## config.mk

```make
export PLATFORM = sky130hd
export DESIGN_NAME = mc
export DESIGN_NICKNAME = d
export VERILOG_FILES = /design/src/rtl/mc.sv
export SDC_FILE = /design/constraint.sdc
export NUM_CORES = 1
export LEC_CHECK = 0
export CORE_MARGIN = 5
export CORE_UTILIZATION = 36
export CTS_CLUSTER_DIAMETER = 200
export CTS_CLUSTER_SIZE = 28
export DETAILED_ROUTE_END_ITERATION = 10
export HOLD_SLACK_MARGIN = 0.15
export PLACE_DENSITY = 0.77
export SYNTH_ARGS = -nofsm -noshare
export SYNTH_HDL_FRONTEND = slang
export SYNTH_SLANG_ARGS = --single-unit
```

## constraint.sdc

```tcl
create_clock -name clk -period 2.55 [get_ports clk]
set_input_delay 0.51 -clock clk [delete_from_list [all_inputs] [get_ports clk]]
set_output_delay 0.51 -clock clk [all_outputs]
set_load 0.005 [all_outputs]
```

## src/rtl/mc.sv

```systemverilog
// Memory controller: serialises one-byte IC/DC requests onto a shared RAM/IO port.
// The DC side has strict priority, and IO-space writes wait while the IO buffer is full.
module mc #(
  parameter int                 ADDR_W  = 32,
  parameter logic [ADDR_W-1:0]  IO_BASE = ADDR_W'(32'h30000)
) (
  input  logic              clk,
  input  logic              rst,
  input  logic              en,
  input  logic              iIC_En,
  input  logic [ADDR_W-1:0] iIC_Add,
  output logic              oIC_En,
  output logic [7:0]        oIC_Dat,
  input  logic              iDC_En,
  input  logic              iDC_Rw,
  input  logic [ADDR_W-1:0] iDC_Add,
  input  logic [7:0]        iDC_Dat,
  output logic              oDC_En,
  output logic [7:0]        oDC_Dat,
  input  logic [7:0]        iMem_Dat,
  output logic [7:0]        oMem_Dat,
  output logic [ADDR_W-1:0] oMem_Add,
  output logic              oMem_Wr,
  input  logic              iIO_Full
);

  typedef enum logic [1:0] {IDLE, RD_ISSUE, RD_WAIT, WR_STALL} state_e;
  typedef enum logic [1:0] {OWN_NONE, OWN_IC, OWN_DC} owner_e;

  state_e            state_q, state_d;
  owner_e            owner_q, owner_d;
  logic [ADDR_W-1:0] add_q, add_d;
  logic [7:0]        mdat_q, mdat_d;
  logic              wr_q, wr_d;
  logic              ic_en_q, ic_en_d;
  logic [7:0]        ic_dat_q, ic_dat_d;
  logic              dc_en_q, dc_en_d;
  logic [7:0]        dc_dat_q, dc_dat_d;

  always_comb begin
    state_d  = state_q;
    owner_d  = owner_q;
    add_d    = add_q;
    mdat_d   = mdat_q;
    wr_d     = 1'b0;
    ic_en_d  = 1'b0;
    ic_dat_d = ic_dat_q;
    dc_en_d  = 1'b0;
    dc_dat_d = dc_dat_q;
    case (state_q)
      IDLE: begin
        // A request seen while a done pulse is up is the stale one just served.
        if (!ic_en_q && !dc_en_q) begin
          if (iDC_En) begin
            owner_d = OWN_DC;
            add_d   = iDC_Add;
            if (!iDC_Rw) begin
              state_d = RD_ISSUE;
            end else begin
              mdat_d  = iDC_Dat;
              state_d = WR_STALL;
              wr_d    = !((iDC_Add >= IO_BASE) && iIO_Full);
            end
          end else if (iIC_En) begin
            owner_d = OWN_IC;
            add_d   = iIC_Add;
            state_d = RD_ISSUE;
          end
        end
      end
      RD_ISSUE: state_d = RD_WAIT;
      RD_WAIT: begin
        if (owner_q == OWN_DC) begin
          dc_en_d  = 1'b1;
          dc_dat_d = iMem_Dat;
        end else begin
          ic_en_d  = 1'b1;
          ic_dat_d = iMem_Dat;
        end
        owner_d = OWN_NONE;
        state_d = IDLE;
      end
      WR_STALL: begin
        // Unstalled writes also pass through here with the strobe already up.
        if (wr_q) begin
          dc_en_d  = 1'b1;
          dc_dat_d = 8'h00;
          owner_d  = OWN_NONE;
          state_d  = IDLE;
        end else if (!iIO_Full) begin
          wr_d = 1'b1;
        end
      end
      default: state_d = IDLE;
    endcase
  end

  always_ff @(posedge clk) begin
    if (rst) begin
      state_q  <= IDLE;
      owner_q  <= OWN_NONE;
      add_q    <= '0;
      mdat_q   <= '0;
      wr_q     <= 1'b0;
      ic_en_q  <= 1'b0;
      ic_dat_q <= '0;
      dc_en_q  <= 1'b0;
      dc_dat_q <= '0;
    end else if (en) begin
      state_q  <= state_d;
      owner_q  <= owner_d;
      add_q    <= add_d;
      mdat_q   <= mdat_d;
      wr_q     <= wr_d;
      ic_en_q  <= ic_en_d;
      ic_dat_q <= ic_dat_d;
      dc_en_q  <= dc_en_d;
      dc_dat_q <= dc_dat_d;
    end
  end

  assign oIC_En   = ic_en_q;
  assign oIC_Dat  = ic_dat_q;
  assign oDC_En   = dc_en_q;
  assign oDC_Dat  = dc_dat_q;
  assign oMem_Dat = mdat_q;
  assign oMem_Add = add_q;
  assign oMem_Wr  = wr_q;

endmodule

```

=== After elaboration in Yosys (flattened, before gate mapping) ===
Cells that the tools add are included.

* Register bits after elaboration: 63
* Bits in latches: 0
* Bits in writable memories: 0
* Bits in read-only memories: 0
* Logic and storage cells: 59
* Memories: 0

* $add $sub $neg: 0
* Multipliers: 0
* Div/mod/pow operators: 0
* Order comparisons: 1
* Equality and inequality tests: 8
* Shifts and indexed selects: 0
* Muxes and demuxes: 25
* Bitwise gates (word level): 1
* Reductions and logical operators: 15

{| class="wikitable"
|+ Operators by type and width
! operator !! count
|-
| 2-to-1 mux 32 bit || 2
|-
| >= comparator 32 x 18 -> 1 bit (second input constant) || 1
|-
| 2-to-1 mux 8 bit || 2
|-
| case mux 8 bit (2 select lines) || 1
|-
| 2-to-1 mux 2 bit || 7
|-
| AND reduction 4 bit || 3
|-
| AND reduction 5 bit || 2
|-
| 2-to-1 mux 1 bit || 9
|-
| case mux 2 bit (4 select lines) || 1
|-
| equality test 2 bit (second input constant) || 3
|-
| inequality test 2 bit (second input constant) || 3
|-
| case mux 2 bit (3 select lines) || 1
|-
| case mux 1 bit (2 select lines) || 2
|-
| nonzero test 2 bit || 2
|-
| logical NOT 1 bit || 3
|-
| inequality test 3 bit (second input constant) || 1
|-
| AND reduction 3 bit || 1
|-
| nonzero test 3 bit || 1
|-
| equality test 2 x 1 -> 1 bit (second input constant) || 1
|-
| logical AND 1 bit || 2
|-
| logical NOT 2 bit || 1
|-
| NOT 1 bit || 1
|}

=== Logic depth before layout (Yosys ltp) ===
Gate-level depths: netlist of the first run.

* Word-level depth: 7
* Gate-level depth with buffers: 8
* Mapped depth without buffers: 6

=== Worst setup path after synthesis of the first run ===
No wires, ideal clock.

* Path kind: register -> register
* From: register state_q[0]
* To: register mdat_q[0], in the netlist oMem_Dat[0]
* Library setup time: 128 ps
* Arrival: 1449 ps
* Path slack: 974 ps
* Stages on the path, launching flop included: 7
* Path buffers: 0
* Period minus slack after synthesis: 1576 ps
* Cells stage by stage: dfxtp_1 -> inv_1 -> ha_1 -> nor3b_1 -> nand4_2 -> mux2i_1 -> nor2_1

* Cells in the longest elaborated chain, start to end: 2

{| class="wikitable"
|+ RTL lines
! element !! line !! source
|-
| start, declared || 30 || <nowiki>state_e state_q, state_d;</nowiki>
|-
| start signal, assigned || 110 || <nowiki>state_q <= state_d;</nowiki>
|-
| logical NOT 2 bit || 50 || <nowiki>case (state_q)</nowiki>
|-
| AND reduction 5 bit (no line) || -- ||
|-
| end signal, assigned || 113 || <nowiki>mdat_q <= mdat_d;</nowiki>
|-
| end, declared || 33 || <nowiki>logic [7:0] mdat_q, mdat_d;</nowiki>
|}

No other way between the ends.
A chain may end at the register's enable or synchronous reset.

=== Final worst setup path of the first run ===
* From: register dc_en_q, in the netlist oDC_En
* To: output oDC_En

{| class="wikitable"
|+ RTL lines
! element !! line !! source
|-
| start, declared || 37 || <nowiki>logic dc_en_q, dc_en_d;</nowiki>
|-
| start signal, assigned || 117 || <nowiki>dc_en_q <= dc_en_d;</nowiki>
|-
| end, declared || 18 || <nowiki>output logic oDC_En,</nowiki>
|}

No word-level cell between the ends.

==> results by group, run 1 <==
Run status
  • Status: finished, final reports clean

Setup path
  • Arrival time at the worst endpoint: 1380 ps
  • Worst path cell trace: clkdlybuf4s50_1
  • Max incr delay on CP: 580 ps
  • Crit path buf inv count: 1
  • CP top delay family: buffers and inverters
  • Worst setup SP type: flop
  • WS Path Type: reg -> out
  • Critical Path RT: 2040 ps
  • R2R setup slack: 710 ps
  • Worst-case reg-to-reg path depth: 6
  • Critical path peak fanout: 6
  • RR Startpoint: state_q[0]
  • FF-to-FF End: oMem_Dat[6]
  • Slowest cell on crit path: clkdlybuf4s50_1
  • Crit. End Element: primary output

Power and ir drop
  • Leakage power: 1.81 nW
  • VDD IR max: 342 uV
  • PD cells: 593 nW/um^2

Clock tree
  • Post-cts gate resize count: 0
  • Postcts setup bufs: 0
  • # clock sinks: 63
  • CTS root buf: clkbuf_8
  • CTS Buf Count: 9
  • Clk buf depth: 2
  • # hold bufs at CTS: 0
  • CTS H-Tree Depth: 3
  • Clock-pin slew on the worst setup and hold paths: 60 ps
  • CTS tree: yes
  • Clock Latency Late Sink: 330 ps

Cells and area
  • Synth-to-layout area growth: 61.8%
  • Share of layout cells above drive strength 1: 6.88%
  • Nets@finish: 522
  • Diodes inserted: 0

Drt
  • Pre-antenna DRT Iters: 4
  • Remaining DRCs: 0
  • Mean routed wirelength per cell: 15.8 um
  • WL final: 8510 um
  • Via count: 2,590
  • Vias/cell: 4.81
  • Final ANT Viol Nets: 0
  • First DRT Iteration DRCs: 89

Floorplan
  • Die W: 98.6 um
  • Die ar.: 9720 um^2
  • Core area: 7690 um^2
  • Die Y: 98.6 um
  • # rows: 32
  • Io pins: 146
  • Initial core utilization: 36.7%

STA
  • Final setup TNS: 0 ps
  • Minimum clock period after layout: 1890 ps
  • Worst-margin pin slew: 454 ps
  • F_max: 528 MHz
  • # setup viols final: 0
  • Fin. Hold Viols: 0
  • Relative slew slack: 69.4%
  • Max Slew Vio Count: 0
  • RSZ-0062 raised after global routing: false
  • Skew final: 7.86 ps
  • Final Worst Setup Slack: 658 ps
  • Final clock period utilization by the worst path: 74.2%

Synth
  • Mapped Cells: 291
  • Synth cell types: 33
  • Syn Std Cell Area: 2820 um^2
  • Most frequent cells after synthesis: 63 x dfxtp_1, 51 x nor2_1, 48 x mux2i_1
  • Post-synth top area share: 44.7%
  • Most area-hungry cell type in the Yosys netlist: dfxtp_1
  • #FFs+latches synth: 63
  • Post-Syn Nets: 382
  • Number of flops mapped to enable cells by yosys: 0
  • Ys async rst share: 0%
  • Synth top area cells: dfxtp_1 45%, mux2i_1 17%, a211oi_1 8.8%, nor2_1 6.8%, nand3b_1 2.4%
  • Syn_area_per_cell: 9.70 um^2
  • Yosys warnings: 0
  • Sequential share of the synthesized area: 44.7%
  • Synth Flop Type: dfxtp_1
  • Count leader, synth: dfxtp_1

Global route
  • Grt ovf: 0
  • Initial antenna violation count: 0
  • Gr usage total: 17.0%
  • Vias in the first global route: 2,694
  • First-pass GRT wire length: 13,300 um
  • Pin count of the biggest net entering global routing: 66

Place
  • GPL Wtd Cong: 0.781
  • Port Buffers: 145
  • Post-placement setup slack: 383 ps
  • Dpl hpwl: 6590 um

Run
  • Max Cap Viol: 0

Worst hold path
  • Min-delay src: oDC_Dat[0]
  • Hold Path Depth: 2
  • HP Class: reg -> reg
  • Hold EP: oDC_Dat[0]
through the flow:
stage / hold WS [ps] / power, mW / std cells / util, % / area (um^2)
after floorplan: 452 / 1.40 / 291 / - / 2820
after global placement: 454 / 1.73 / 522 / 56.4 / 4340
after detailed placement: 464 / 1.75 / 522 / 56.4 / 4340
after CTS: 476 / 2.74 / 538 / 59.4 / 4570
after global routing: 497 / 2.84 / 538 / 59.4 / 4570
final: 472 / 2.71 / 538 / 59.4 / 4570
power by group:
part | switching, mW | internal [mW]
Combinational | 0.249 | 0.360
Sequential | 0.0465 | 1.06
Clock | 0.387 | 0.602
Total | 0.683 | 2.03
cells in the final DEF, fill, tap and decap left out, drive strengths merged:
master and n:
a2111oi 1, a211oi 33, a21oi 12, a311oi 1, a32o 1, a32oi 1, a41o 2, buf 8
bufinv 2, clkbuf 11, clkdlybuf4s50 143, clkinv 1, clkinvlp 2, dfxtp 63, ha 4, inv 6
mux2i 48, nand2 5, nand2b 10, nand3 2, nand3b 9, nand4 2, nor2 52, nor2b 1
nor3 4, nor3b 1, nor4 5, o21ai 2, o311a 1, o31a 1, o31ai 2
worst max path at each step:
stage | from | endpoint | cells past startpoint
after detailed placement | en | oMem_Add[22] | 6
after CTS | oDC_En | oDC_En | 1
after floorplan | state_q[0] | oMem_Dat[0] | 6
after global placement | en | oMem_Add[11] | 6
after global routing | state_q[1] | oMem_Dat[0] | 6
final | oDC_En | oDC_En | 1
final cells by class:
cell class | instances | area (um^2)
fillers | 684 | 3120
repair buffers | 151 | 1500
multi-input cells | 200 | 1430
flip-flops and latches | 63 | 1260
clock buffers | 11 | 151
well taps | 102 | 128
clock inverters | 5 | 80.1
inverters | 6 | 22.5
cell families after synthesis:
group | after synthesis | synth area share, %
fa+ha+maj | 4 | 1.77
simple gates | 91 | 16.3
mux | 48 | 17.0
flops | 63 | 44.7
compound gates | 57 | 15.1
buf+inv | 28 | 5.10
registers in the layout, indices dropped and copies added, names as in the netlist:
signal,flops
oMem_Add,32
oMem_Dat,8
oDC_Dat,8
oIC_Dat,8
oDC_En,1
oMem_Wr,1
state_q,2
oIC_En,1
owner_q,2
layer usage:
metal / vias up / global-route usage (%) / part of all wire [%]
li1: 1326 / - / -
met1: 1189 / 19.2 / 40
met2: 55 / 30.8 / 53
met3: 20 / 3.89 / 4.0
met4: 0 / 6.83 / 3.2
met5: - / 0 / 0
(Power assumes the default switching activity.)
==> run 2: changes to the inputs <==
clock period = 1.86 ns   (was 2.55 ns; I/O delays follow)
==> run 2 against run 1 <==
Compared with the run above: wire length is 5.5% higher; worst hold slack worse by 93 ps; design area is 1.5% higher; register-to-register slack worse by 630 ps; combinational power is 48% higher; sequential share of layout area is 0.39 points lower; utilization is 0.86 points higher; power is 27% higher; die area stayed put; highest routed layer unchanged.
==> results by group, run 2 (synthesized netlist as in run 1, its figures left out) <==
Run status
  • Status: finished, final reports clean

Cells and area
  • Synth-to-layout area growth: 64.2%
  • Commonest non-fill, non-tap cell in the layout: clkdlybuf4s50_1
  • Fill cell count: 665 (-2.8%)
  • Final core utilization: 60.3% (+0.86 points)
  • Non-filler cells, final: 549 (+2.0%)
  • Fin area: 4640 um^2 (+1.5%)
  • Max reg flops: 32 (unchanged)
  • Most frequent cells in the layout: 143 x clkdlybuf4s50_1, 63 x dfxtp_1, 51 x nor2_1
  • Multi-input gate area: 1440 um^2 (+0.88%)
  • Share of layout cells above drive strength 1: 8.97% (+2.1 points)
  • Nets@finish: 534 (+2.3%)
  • Reg area: 1260 um^2 (unchanged)

Global route
  • Gr usage total: 17.4% (+0.37 points)
  • Initial antenna violation count: 1 (+1)
  • Pin count of the biggest net entering global routing: 66 (unchanged)
  • First-pass GRT wire length: 13,400 um (+0.52%)
  • Grt ovf: 0 (unchanged)
  • Vias in the first global route: 2,698 (+0.15%)

Power and ir drop
  • Total Power: 3.45 mW (+27%)
  • PD cells: 743 nW/um^2 (+25%)
  • VDD IR max: 373 uV (+9.1%)
  • Leakage power: 1.86 nW (+2.4%)

STA
  • Final clock period utilization by the worst path: 96.6%
  • # setup viols final: 0 (unchanged)
  • Final hold slack: 379 ps (-92.9 ps)
  • Final Worst Setup Slack: 63.8 ps (-594 ps)
  • Final setup TNS: 0 ps (unchanged)
  • Max Slew Vio Count: 0 (unchanged)
  • Minimum clock period after layout: 1800 ps
  • Worst-margin pin slew: 489 ps (+34.5 ps)
  • Relative slew slack: 67.1% (-2.3 points)
  • Skew final: 7.55 ps (-0.303 ps)
  • F_max: 557 MHz
  • Fin. Hold Viols: 0 (unchanged)

Place
  • Dpl hpwl: 6830 um (+3.8%)
  • Post-placement setup slack: -63.2 ps (-446 ps)
  • GPL Wtd Cong: 0.862 (+10%)
  • Area of placed instances: 4410 um^2 (+1.7%)
  • Port Buffers: 145 (unchanged)
  • Placed insts: 530 (+1.5%)

Drt
  • Via count: 2,733 (+5.5%)
  • First DRT Iteration DRCs: 89 (unchanged)
  • Final ANT Viol Nets: 0 (unchanged)
  • Mean routed wirelength per cell: 16.4 um (+3.4%)
  • DR top layer: met4
  • Pre-antenna DRT Iters: 4 (unchanged)
  • Vias/cell: 4.98 (+3.4%)
  • Remaining DRCs: 0 (unchanged)
  • WL final: 8980 um (+5.5%)
  • Routed wl met2: 4880 um (+9.0%)
  • Met1 wire length: 3390 um (-0.50%)
  • Wire length on met3: 424 um (+24%)

Setup path
  • Crit path buf inv count: 1 (unchanged)
  • Levels on crit path: 1 (unchanged)
  • Worst path cell trace: clkdlybuf4s50_1
  • Arrival time at the worst endpoint: 1420 ps (+40 ps)
  • Worst setup SP type: flop
  • Worst-case reg-to-reg path depth: 8 (+2)
  • Crit. End Element: primary output
  • Max incr delay on CP: 600 ps (+20 ps)
  • CP top delay family: buffers and inverters
  • Critical path peak fanout: 6 (unchanged)
  • WS Path Type: reg -> out
  • Critical Path RT: 1490 ps (-550 ps)
  • Slowest cell on crit path: clkdlybuf4s50_1

Floorplan
  • Core area: 7690 um^2 (unchanged)
  • Die ar.: 9720 um^2 (unchanged)
  • Initial core utilization: 36.7% (unchanged)
  • # rows: 32 (unchanged)
  • Die W: 98.6 um (unchanged)
  • Io pins: 146 (unchanged)
  • Die Y: 98.6 um (unchanged)

Clock tree
  • CTS H-Tree Depth: 3 (unchanged)
  • Clk buf depth: 2 (unchanged)
  • CTS root buf: clkbuf_8
  • CTS Buf Count: 9 (unchanged)
  • Clock Latency Late Sink: 340 ps (about the same)
  • Clock-pin slew on the worst setup and hold paths: 70 ps (about the same)
  • # clock sinks: 63 (unchanged)
  • CTS tree: yes

Run
  • Max Cap Viol: 0 (unchanged)

Worst hold path
  • HP Class: in -> reg
  • Hold Path Depth: 2 (unchanged)
-- run 2: cell count changes in the layout (fill, tap and decap cells not counted), sizes merged --
cell,before,now
buf,8,19
bufinv,2,0
clkbuf,11,14
clkinvlp,2,0
diode,0,1
-- run 2: path summary, 6_finish.rpt --
path	slack, ps	startpoint	endpoint
min reg2reg	470	oDC_Dat[0]	oDC_Dat[0]
min	380	rst	oIC_Dat[0]
max reg2reg	80	state_q[1]	oMem_Add[7]
max	60	oDC_En	oDC_En
-- run 2: cell type report --
class                      instances  area share [%]
antenna                            1          0.0540
clock buffer                      13            3.43
clock inverter                     1           0.108
inverter                           6           0.486
multi-input combinational        200            31.1
sequential                        63            27.2
tap                              102            2.75
timing repair buffer             163            34.9
-- run 2: power by group --
part	total [mW]	switching, mW	internal, mW
registers	1.53	0.0660	1.46
clock network	1.02	0.478	0.540
logic	0.901	0.367	0.535
total	3.45	0.911	2.54
-- run 2: worst register-to-register path, stage by stage, from the launching register on --
cell and delay [ps]:
dfxtp_1 340, inv_1 120, ha_4 170, nand2_1 90, nor4_4 350, buf_4 190, buf_8 160, nor2_1 60
a211oi_1 210
-- run 2: what timing repair did --
item	CTS	global route
hold buffers	0	0
setup buffers	0	2
gates resized for setup	0	5
endpoints found under the setup margin	0	9
-- run 2: per-layer routing --
layer  vias to the layer above  global-route usage, %
met5                         -                      0
met4                         0                   8.40
met3                        20                   4.32
met2                        75                   32.8
met1                      1283                   17.7
li1                       1355                      -
